<file path="config.mk">
export PLATFORM = sky130hd
export DESIGN_NAME = event_arbiter_flat
export DESIGN_NICKNAME = d
export VERILOG_FILES = /design/src/rtl/event_arbiter_if.sv /design/src/rtl/event_arbiter.sv /design/src/flat_wrapper.sv
export SDC_FILE = /design/constraint.sdc
export NUM_CORES = 1
export LEC_CHECK = 0
export CAP_MARGIN = 15
export CORE_ASPECT_RATIO = 0.5
export CORE_MARGIN = 1.5
export CORE_UTILIZATION = 35
export DETAILED_ROUTE_END_ITERATION = 8
export GPL_ROUTABILITY_DRIVEN = 0
export PLACE_DENSITY_LB_ADDON = 0.12
export SLEW_MARGIN = 10
export SYNTH_ARGS = -nofsm -noshare
export SYNTH_HDL_FRONTEND = slang
export SYNTH_SLANG_ARGS = --single-unit
</file>
<file path="constraint.sdc">
create_clock -name clk -period 3.36 [get_ports clk]
set_input_delay 0.336 -clock clk [delete_from_list [all_inputs] [get_ports clk]]
set_output_delay 0.336 -clock clk [all_outputs]
set_load 0.05 [all_outputs]
</file>
<file path="src/rtl/event_arbiter_if.sv">
// rtl/event_arbiter_if.sv - handshake bundle between frontend module fifos, arbiter and ethernet fifo
//
// Signals:
//   in_valid  [NMODULES]         per-module event available (fifo not empty)
//   in_ready  [NMODULES]         per-module pop strobe, at most one high
//   in_data   [NMODULES*LENGTH]  module i at [i*LENGTH +: LENGTH]
//   out_valid                    event presented to the ethernet fifo
//   out_ready                    ethernet fifo not full
//   out_data  [LENGTH]           event word
//   out_src   [2]                index of the producing module
// Modports:
//   master  the arbiter side
//   slave   the environment side (module fifos + ethernet fifo)

interface event_arbiter_if #(
  parameter int NMODULES = 4,
  parameter int LENGTH   = 128
);
  logic [NMODULES-1:0]        in_valid;
  logic [NMODULES-1:0]        in_ready;
  logic [NMODULES*LENGTH-1:0] in_data;
  logic                       out_valid;
  logic                       out_ready;
  logic [LENGTH-1:0]          out_data;
  logic [1:0]                 out_src;

  modport master (
    input  in_valid, in_data, out_ready,
    output in_ready, out_valid, out_data, out_src
  );

  modport slave (
    output in_valid, in_data, out_ready,
    input  in_ready, out_valid, out_data, out_src
  );
endinterface

</file>
<file path="src/rtl/event_arbiter.sv">
// rtl/event_arbiter.sv - burst-limited round-robin arbiter merging module event fifos into one stream
//
// Ports:
//   clk       system clock, rising edge
//   rst       synchronous reset, active low
//   bus       event_arbiter_if.master (per-module inputs, merged output)
//   wait_clr  (EVENT_ARBITER_WAIT_MON_EN only) clears wait_max
//   wait_max  (EVENT_ARBITER_WAIT_MON_EN only) longest starvation run seen, in cycles
// Optional feature macro: EVENT_ARBITER_WAIT_MON_EN

module event_arbiter #(
  parameter int NMODULES = 4,
  parameter int LENGTH   = 128,
  parameter int BURST    = 4
) (
  input  logic               clk,
  input  logic               rst,
  event_arbiter_if.master    bus
`ifdef EVENT_ARBITER_WAIT_MON_EN
  ,
  input  logic               wait_clr,
  output logic [15:0]        wait_max
`endif
);

  localparam int          IW      = (NMODULES > 1) ? $clog2(NMODULES) : 1;
  localparam logic [3:0]  BURST_L = 4'(BURST);

  typedef enum logic {IDLE, OWN} state_t;

  state_t              state_q;
  logic [IW-1:0]       owner_q;
  logic [3:0]          burst_cnt_q;

  // Two-entry buffer: head drives the outputs directly, skid holds the
  // word accepted while the head is stalled.
  logic                out_valid_q;
  logic [LENGTH-1:0]   out_data_q;
  logic [1:0]          out_src_q;
  logic                skid_valid_q;
  logic [LENGTH-1:0]   skid_data_q;
  logic [1:0]          skid_src_q;

  logic [1:0]          entries;
  logic                accept;
  logic                keep;
  logic                grant_any;
  logic [IW-1:0]       grant_idx;
  logic [IW-1:0]       cand;
  logic                fire;
  logic                pop;
  logic [NMODULES-1:0] in_ready_c;
  logic [LENGTH-1:0]   grant_data;

  always_comb begin
    entries    = {1'b0, out_valid_q} + {1'b0, skid_valid_q};
    accept     = (entries == 2'd0) | (entries == 2'd1);
    keep       = (state_q == OWN) && bus.in_valid[owner_q] && (burst_cnt_q < BURST_L);
    grant_any  = 1'b0;
    grant_idx  = owner_q;
    cand       = '0;
    if (keep) begin
      grant_any = 1'b1;
    end else begin
      // Walk from the farthest candidate back to owner+1 so the nearest
      // valid source after the owner is the one left standing.
      for (int k = NMODULES; k >= 1; k--) begin
        cand = IW'((int'(owner_q) + k) % NMODULES);
        if (bus.in_valid[cand]) begin
          grant_any = 1'b1;
          grant_idx = cand;
        end
      end
    end
    // rst gating keeps in_ready silent in the cycle a reset is applied.
    fire = grant_any & accept & rst;
    for (int i = 0; i < NMODULES; i++) begin
      in_ready_c[i] = fire && (grant_idx == IW'(i));
    end
    grant_data = bus.in_data[grant_idx*LENGTH +: LENGTH];
    pop        = out_valid_q & bus.out_ready;
  end

  always_ff @(posedge clk) begin
    if (!rst) begin
      state_q      <= IDLE;
      owner_q      <= IW'(NMODULES - 1);
      burst_cnt_q  <= '0;
      out_valid_q  <= 1'b0;
      out_data_q   <= '0;
      out_src_q    <= '0;
      skid_valid_q <= 1'b0;
      skid_data_q  <= '0;
      skid_src_q   <= '0;
    end else begin
      case (state_q)
        IDLE: if (fire) state_q <= OWN;
        OWN:  if (bus.in_valid == '0) state_q <= IDLE;
        default: state_q <= IDLE;
      endcase

      if (fire) begin
        if (keep) begin
          burst_cnt_q <= burst_cnt_q + 4'd1;
        end else begin
          owner_q     <= grant_idx;
          burst_cnt_q <= 4'd1;
        end
      end

      if (!out_valid_q) begin
        if (fire) begin
          out_valid_q <= 1'b1;
          out_data_q  <= grant_data;
          out_src_q   <= 2'(grant_idx);
        end
      end else if (!skid_valid_q) begin
        if (fire && pop) begin
          out_data_q <= grant_data;
          out_src_q  <= 2'(grant_idx);
        end else if (fire) begin
          skid_valid_q <= 1'b1;
          skid_data_q  <= grant_data;
          skid_src_q   <= 2'(grant_idx);
        end else if (pop) begin
          out_valid_q <= 1'b0;
        end
      end else if (pop) begin
        // Full: accept is low, so only the skid-to-head move can happen.
        out_data_q   <= skid_data_q;
        out_src_q    <= skid_src_q;
        skid_valid_q <= 1'b0;
      end
    end
  end

  assign bus.in_ready  = in_ready_c;
  assign bus.out_valid = out_valid_q;
  assign bus.out_data  = out_data_q;
  assign bus.out_src   = out_src_q;

`ifdef EVENT_ARBITER_WAIT_MON_EN
  logic [15:0] wcnt_q [NMODULES];
  logic [15:0] wcnt_d [NMODULES];
  logic [15:0] wait_max_q;
  logic [15:0] wait_max_d;
  logic        waiting;

  // A run is folded into the maximum on the edge that ends it, so the
  // new value is visible the cycle after the wait ends.
  always_comb begin
    wait_max_d = wait_max_q;
    waiting    = 1'b0;
    for (int i = 0; i < NMODULES; i++) begin
      waiting = bus.in_valid[i] & ~in_ready_c[i];
      if (waiting) begin
        wcnt_d[i] = (wcnt_q[i] == 16'hFFFF) ? wcnt_q[i] : wcnt_q[i] + 16'd1;
      end else begin
        wcnt_d[i] = '0;
        if (wcnt_q[i] > wait_max_d) wait_max_d = wcnt_q[i];
      end
    end
    if (wait_clr) wait_max_d = '0;
  end

  always_ff @(posedge clk) begin
    if (!rst) begin
      wait_max_q <= '0;
      for (int i = 0; i < NMODULES; i++) wcnt_q[i] <= '0;
    end else begin
      wait_max_q <= wait_max_d;
      for (int i = 0; i < NMODULES; i++) wcnt_q[i] <= wcnt_d[i];
    end
  end

  assign wait_max = wait_max_q;
`endif

endmodule
</file>
<file path="src/flat_wrapper.sv">
// flat-port wrapper written by rule: the top's interface ports become plain ports
module event_arbiter_flat 
#(
  parameter int NMODULES = 4,
  parameter int LENGTH   = 128,
  parameter int BURST    = 4
)
  (clk, rst, bus_in_valid, bus_in_data, bus_out_ready, bus_in_ready, bus_out_valid, bus_out_data, bus_out_src);
  event_arbiter_if #(.NMODULES(NMODULES), .LENGTH(LENGTH)) bus_i ();
  input  logic clk;
  input  logic rst;
  input wire logic [$bits(bus_i.in_valid)-1:0] bus_in_valid;
  input wire logic [$bits(bus_i.in_data)-1:0] bus_in_data;
  input wire logic [$bits(bus_i.out_ready)-1:0] bus_out_ready;
  output wire logic [$bits(bus_i.in_ready)-1:0] bus_in_ready;
  output wire logic [$bits(bus_i.out_valid)-1:0] bus_out_valid;
  output wire logic [$bits(bus_i.out_data)-1:0] bus_out_data;
  output wire logic [$bits(bus_i.out_src)-1:0] bus_out_src;
  assign bus_i.in_valid = bus_in_valid;
  assign bus_i.in_data = bus_in_data;
  assign bus_i.out_ready = bus_out_ready;
  assign bus_in_ready = bus_i.in_ready;
  assign bus_out_valid = bus_i.out_valid;
  assign bus_out_data = bus_i.out_data;
  assign bus_out_src = bus_i.out_src;
  event_arbiter #(.NMODULES(NMODULES), .LENGTH(LENGTH), .BURST(BURST)) u_core (.clk(clk), .rst(rst), .bus(bus_i));
endmodule
</file>
==> impl_results.md <==
* Kind of end point of the critical path: primary output
* CP required at 3.02 ns
* Peak Freq at approximately 0.31 GHz
* Yosys warning count at 0
* Worst-path fanout max at 14
* Antenna-violating nets left at 0
* Global-route wire length before repair at approximately 170 mm
* Mean area per synthesized cell at approximately 7.2 um^2
* Min Tclk post-route at between 3 and 4 ns
* Routed Wire Length at about 110 mm
* Largest net degree at the start of global routing at approximately 180
* Share of cells above drive strength 1 at 0.0574
* CP startpoint kind: flip-flop
* RSZ-0062 raised after global routing: false
* CTS root buffer: clkbuf_16
* Register area share after synthesis at 0.236
* PwrDens at 455 mW/mm^2
* Hold Path Class: in -> reg
* Detailed Route Iter0 Violations at 3,819
* Worst-path clk slew at approximately 0.07 ns
* Max clock buf depth at 3
* Die Width at between 300 and 400 um
* LEAKAGE at 10.0 nW
* Layout Utilization at 0.489
* Placed Instance Area at between 0.03 and 0.04 mm^2
* CP max stage delay at 0.49 ns
* Congestion Overflow GR at 0
* Top post-synthesis cells by area: dfxtp_1 (24%), o32ai_1 (9.9%), a2111oi_0 (9.5%)
* Final period util at 0.955
* Setup TNS at 0 ns
* Drt pass-1 iters at 6
* CP cell instances: buf_4 > or3b_2 > a21oi_1 > o41a_2 > nor2_2 > nor3_2 > buf_12
* Placed insts at around 4,300
* Endpoints failing hold at 0
* Net Count, Synth at ~3,700
* Vias in the first global route at 27,200
* Critical Path AT at approximately 2.9 ns
* Row cnt at between 60 and 70
* CP delay by family, top: simple AND/OR/NAND/NOR gates
* Total power at roughly 14 mW
* Max-cap violations at 0
* Setup ws final at between 0.15 and 0.2 ns
* Port bufs at 653
* Total core area at 0.0637 mm^2
* Clk_skew at ~0.021 ns
* Worst path slowest cell: or3b_2
* Most Crowded Layer GR: met2
* Vias per cell at 6.81
* Final setup fails at 0
* Setup Crit Path Kind: reg -> out
* DP Worst Slack at -0.0928 ns
* Layout fillers at 6,163
* Area Growth Syn to Fin at 36.7%
* Max VDD drop at 0.426 mV
* Routed wire per std cell at around 25 um
* Ports at roughly 650
* Crit path buf inv count at 2
* GRT met1 Usage at 0.412
* Drt drc at 0
* Rel. slew slack at 0.344
* Worst Max-Slew Pin Slew at 0.984 ns
* Status: complete, no violations
* Fin nets at around 4,000
* Fin. max-slew vios at 0
* Cts hold-fix bufs at 0
* Post-route cell area at just over 0.03 mm^2
* Routed via count at about 30,000
* Setup repair bufs after CTS at 0
* CTS buffer count at 29
* Post-synth top area cell: dfxtp_1
* Clock sink total at around 270
* Chip height at between 150 and 200 um
* Mapped cell area at ~0.023 mm^2
* Total Routing Usage GR at 0.312
* CTS tree: yes
* Final cell count without fillers at 4,367
* Mapped Cells at 3,165
* Detail Placement HPWL at about 71 mm
* GR Util met2 at 0.509
* CTS HTree Levels at 1
* Met3 usage at 0.0316
* Starting Density at 0.358
* Yosys reg bits at around 270
* Clock Latency Late Sink at approximately 0.59 ns
* Die area at approximately 0.067 mm^2
* Post-synth cell types at roughly 50
* Top cell type's share of synthesized area at 0.236
* Initial antenna violation count at 13
* Fin Hold WS at ~0.065 ns
[path summary, 6_finish.rpt]
| path | startpoint | to | slack [ns] | depth (start not counted) |
|---|---|---|---|---|
| hold / removal | rst | u_core.owner_q[1] | 0.06 | 2 |
| setup reg to reg | u_core.state_q | u_core.skid_data_q[21] | 0.44 | 7 |
| hold reg to reg | u_core.burst_cnt_q[2] | u_core.burst_cnt_q[2] | 0.45 | 2 |
| setup / recovery | u_core.owner_q[0] | bus_in_ready[3] | 0.15 | 7 |
[power by group]
group,internal (mW),switching (mW)
clock,1.93,1.51
sequential,3.55,0.261
combinational,2.65,4.26
total,8.14,6.03
[flip-flops by register name (all words and copies together), names as in the netlist]
register / count
u_core.bus.out_data: 128
u_core.skid_data_q: 128
u_core.burst_cnt_q: 4
u_core.bus.out_src: 2
u_core.owner_q: 2
u_core.skid_src_q: 2
u_core.bus.out_valid: 1
u_core.skid_valid_q: 1
u_core.state_q: 1
[cell type report]
class	instances	area (um^2)	area share
clock buffers	37	816	0.0262
well taps	871	1090	0.0350
flip-flops and latches	269	5390	0.173
inverters	258	976	0.0313
repair buffers	772	8200	0.263
diodes	13	32.5	0.00104
clock inverters	13	149	0.00478
multi-input cells	2134	14500	0.466
[cells by family (layout without fill, tap and decap cells)]
family	count (synthesis)	count (layout)	synth area share
simple gates	562	562	0.117
flops	269	269	0.236
fa+ha+maj	1	1	0.000549
buf+inv	762	1080	0.132
mux	4	4	0.00231
other cells	0	13	0
compound gates	1567	1567	0.512
[layout by cell type, fill, tap and decap left out, types with 3 or more instances in the layout]
cell type,instances
a31oi_1,130
o221ai_1,128
o32ai_1,258
nand3b_1,3
clkinv_2,7
nand2b_1,4
clkdlybuf4s50_1,648
bufinv_16,3
nor3_2,6
o22ai_1,128
buf_4,61
a21oi_1,8
nor2b_1,4
a2111oi_1,11
dfxtp_1,267
a211oi_1,131
clkbuf_8,7
a2111oi_0,246
buf_12,60
o31ai_1,128
nand2_1,265
diode_2,13
o211ai_1,128
clkbuf_16,29
nor4_1,128
o21ai_0,257
inv_1,256
nand3_1,132
nor2_1,9
[worst register-to-register path, delay by kind of cell (launching register included)]
kind	cells	cell delay, ns
compound gates	3	0.98
buf+inv	2	0.52
flops	1	0.33
simple gates	2	1.01
[cells in the mapped netlist (all sizes together)]
library cell	number
a21boi	1
a2111oi	258
nor2	10
nand2b	4
o41ai	3
nor3	7
a311oi	1
a31oi	130
nor4	128
o31ai	128
nand3	132
o21a	2
mux4	1
a2111o	1
o221a	1
o32a	1
a41oi	1
and2	1
and3	2
buf	120
or3b	3
dfxtp	269
nor2b	4
o211ai	128
nand3b	3
o311ai	1
or3	1
clkinv	1
nand2	266
o41a	1
ha	1
o32ai	258
o22ai	128
inv	257
mux2i	3
clkbuf	384
a21oi	8
o21ai	257
o221ai	128
a211oi	131
or2	1
[per-layer routing]
metal	vias up	routed length [um]
met3	246	7700
met4	0	5000
met5	-	0
met2	1568	53100
li1	13500	-
met1	14400	44900
[timing repair]
| action | in CTS | in global routing |
|---|---|---|
| pin swaps | 0 | 1 |
| endpoints found under the setup margin | 4 | 4 |
| endpoints found under the hold margin | 0 | 0 |
| resized for setup | 7 | 1 |
| cloned | 1 | 0 |
Note: power is estimated with default switching activity, not from simulation.
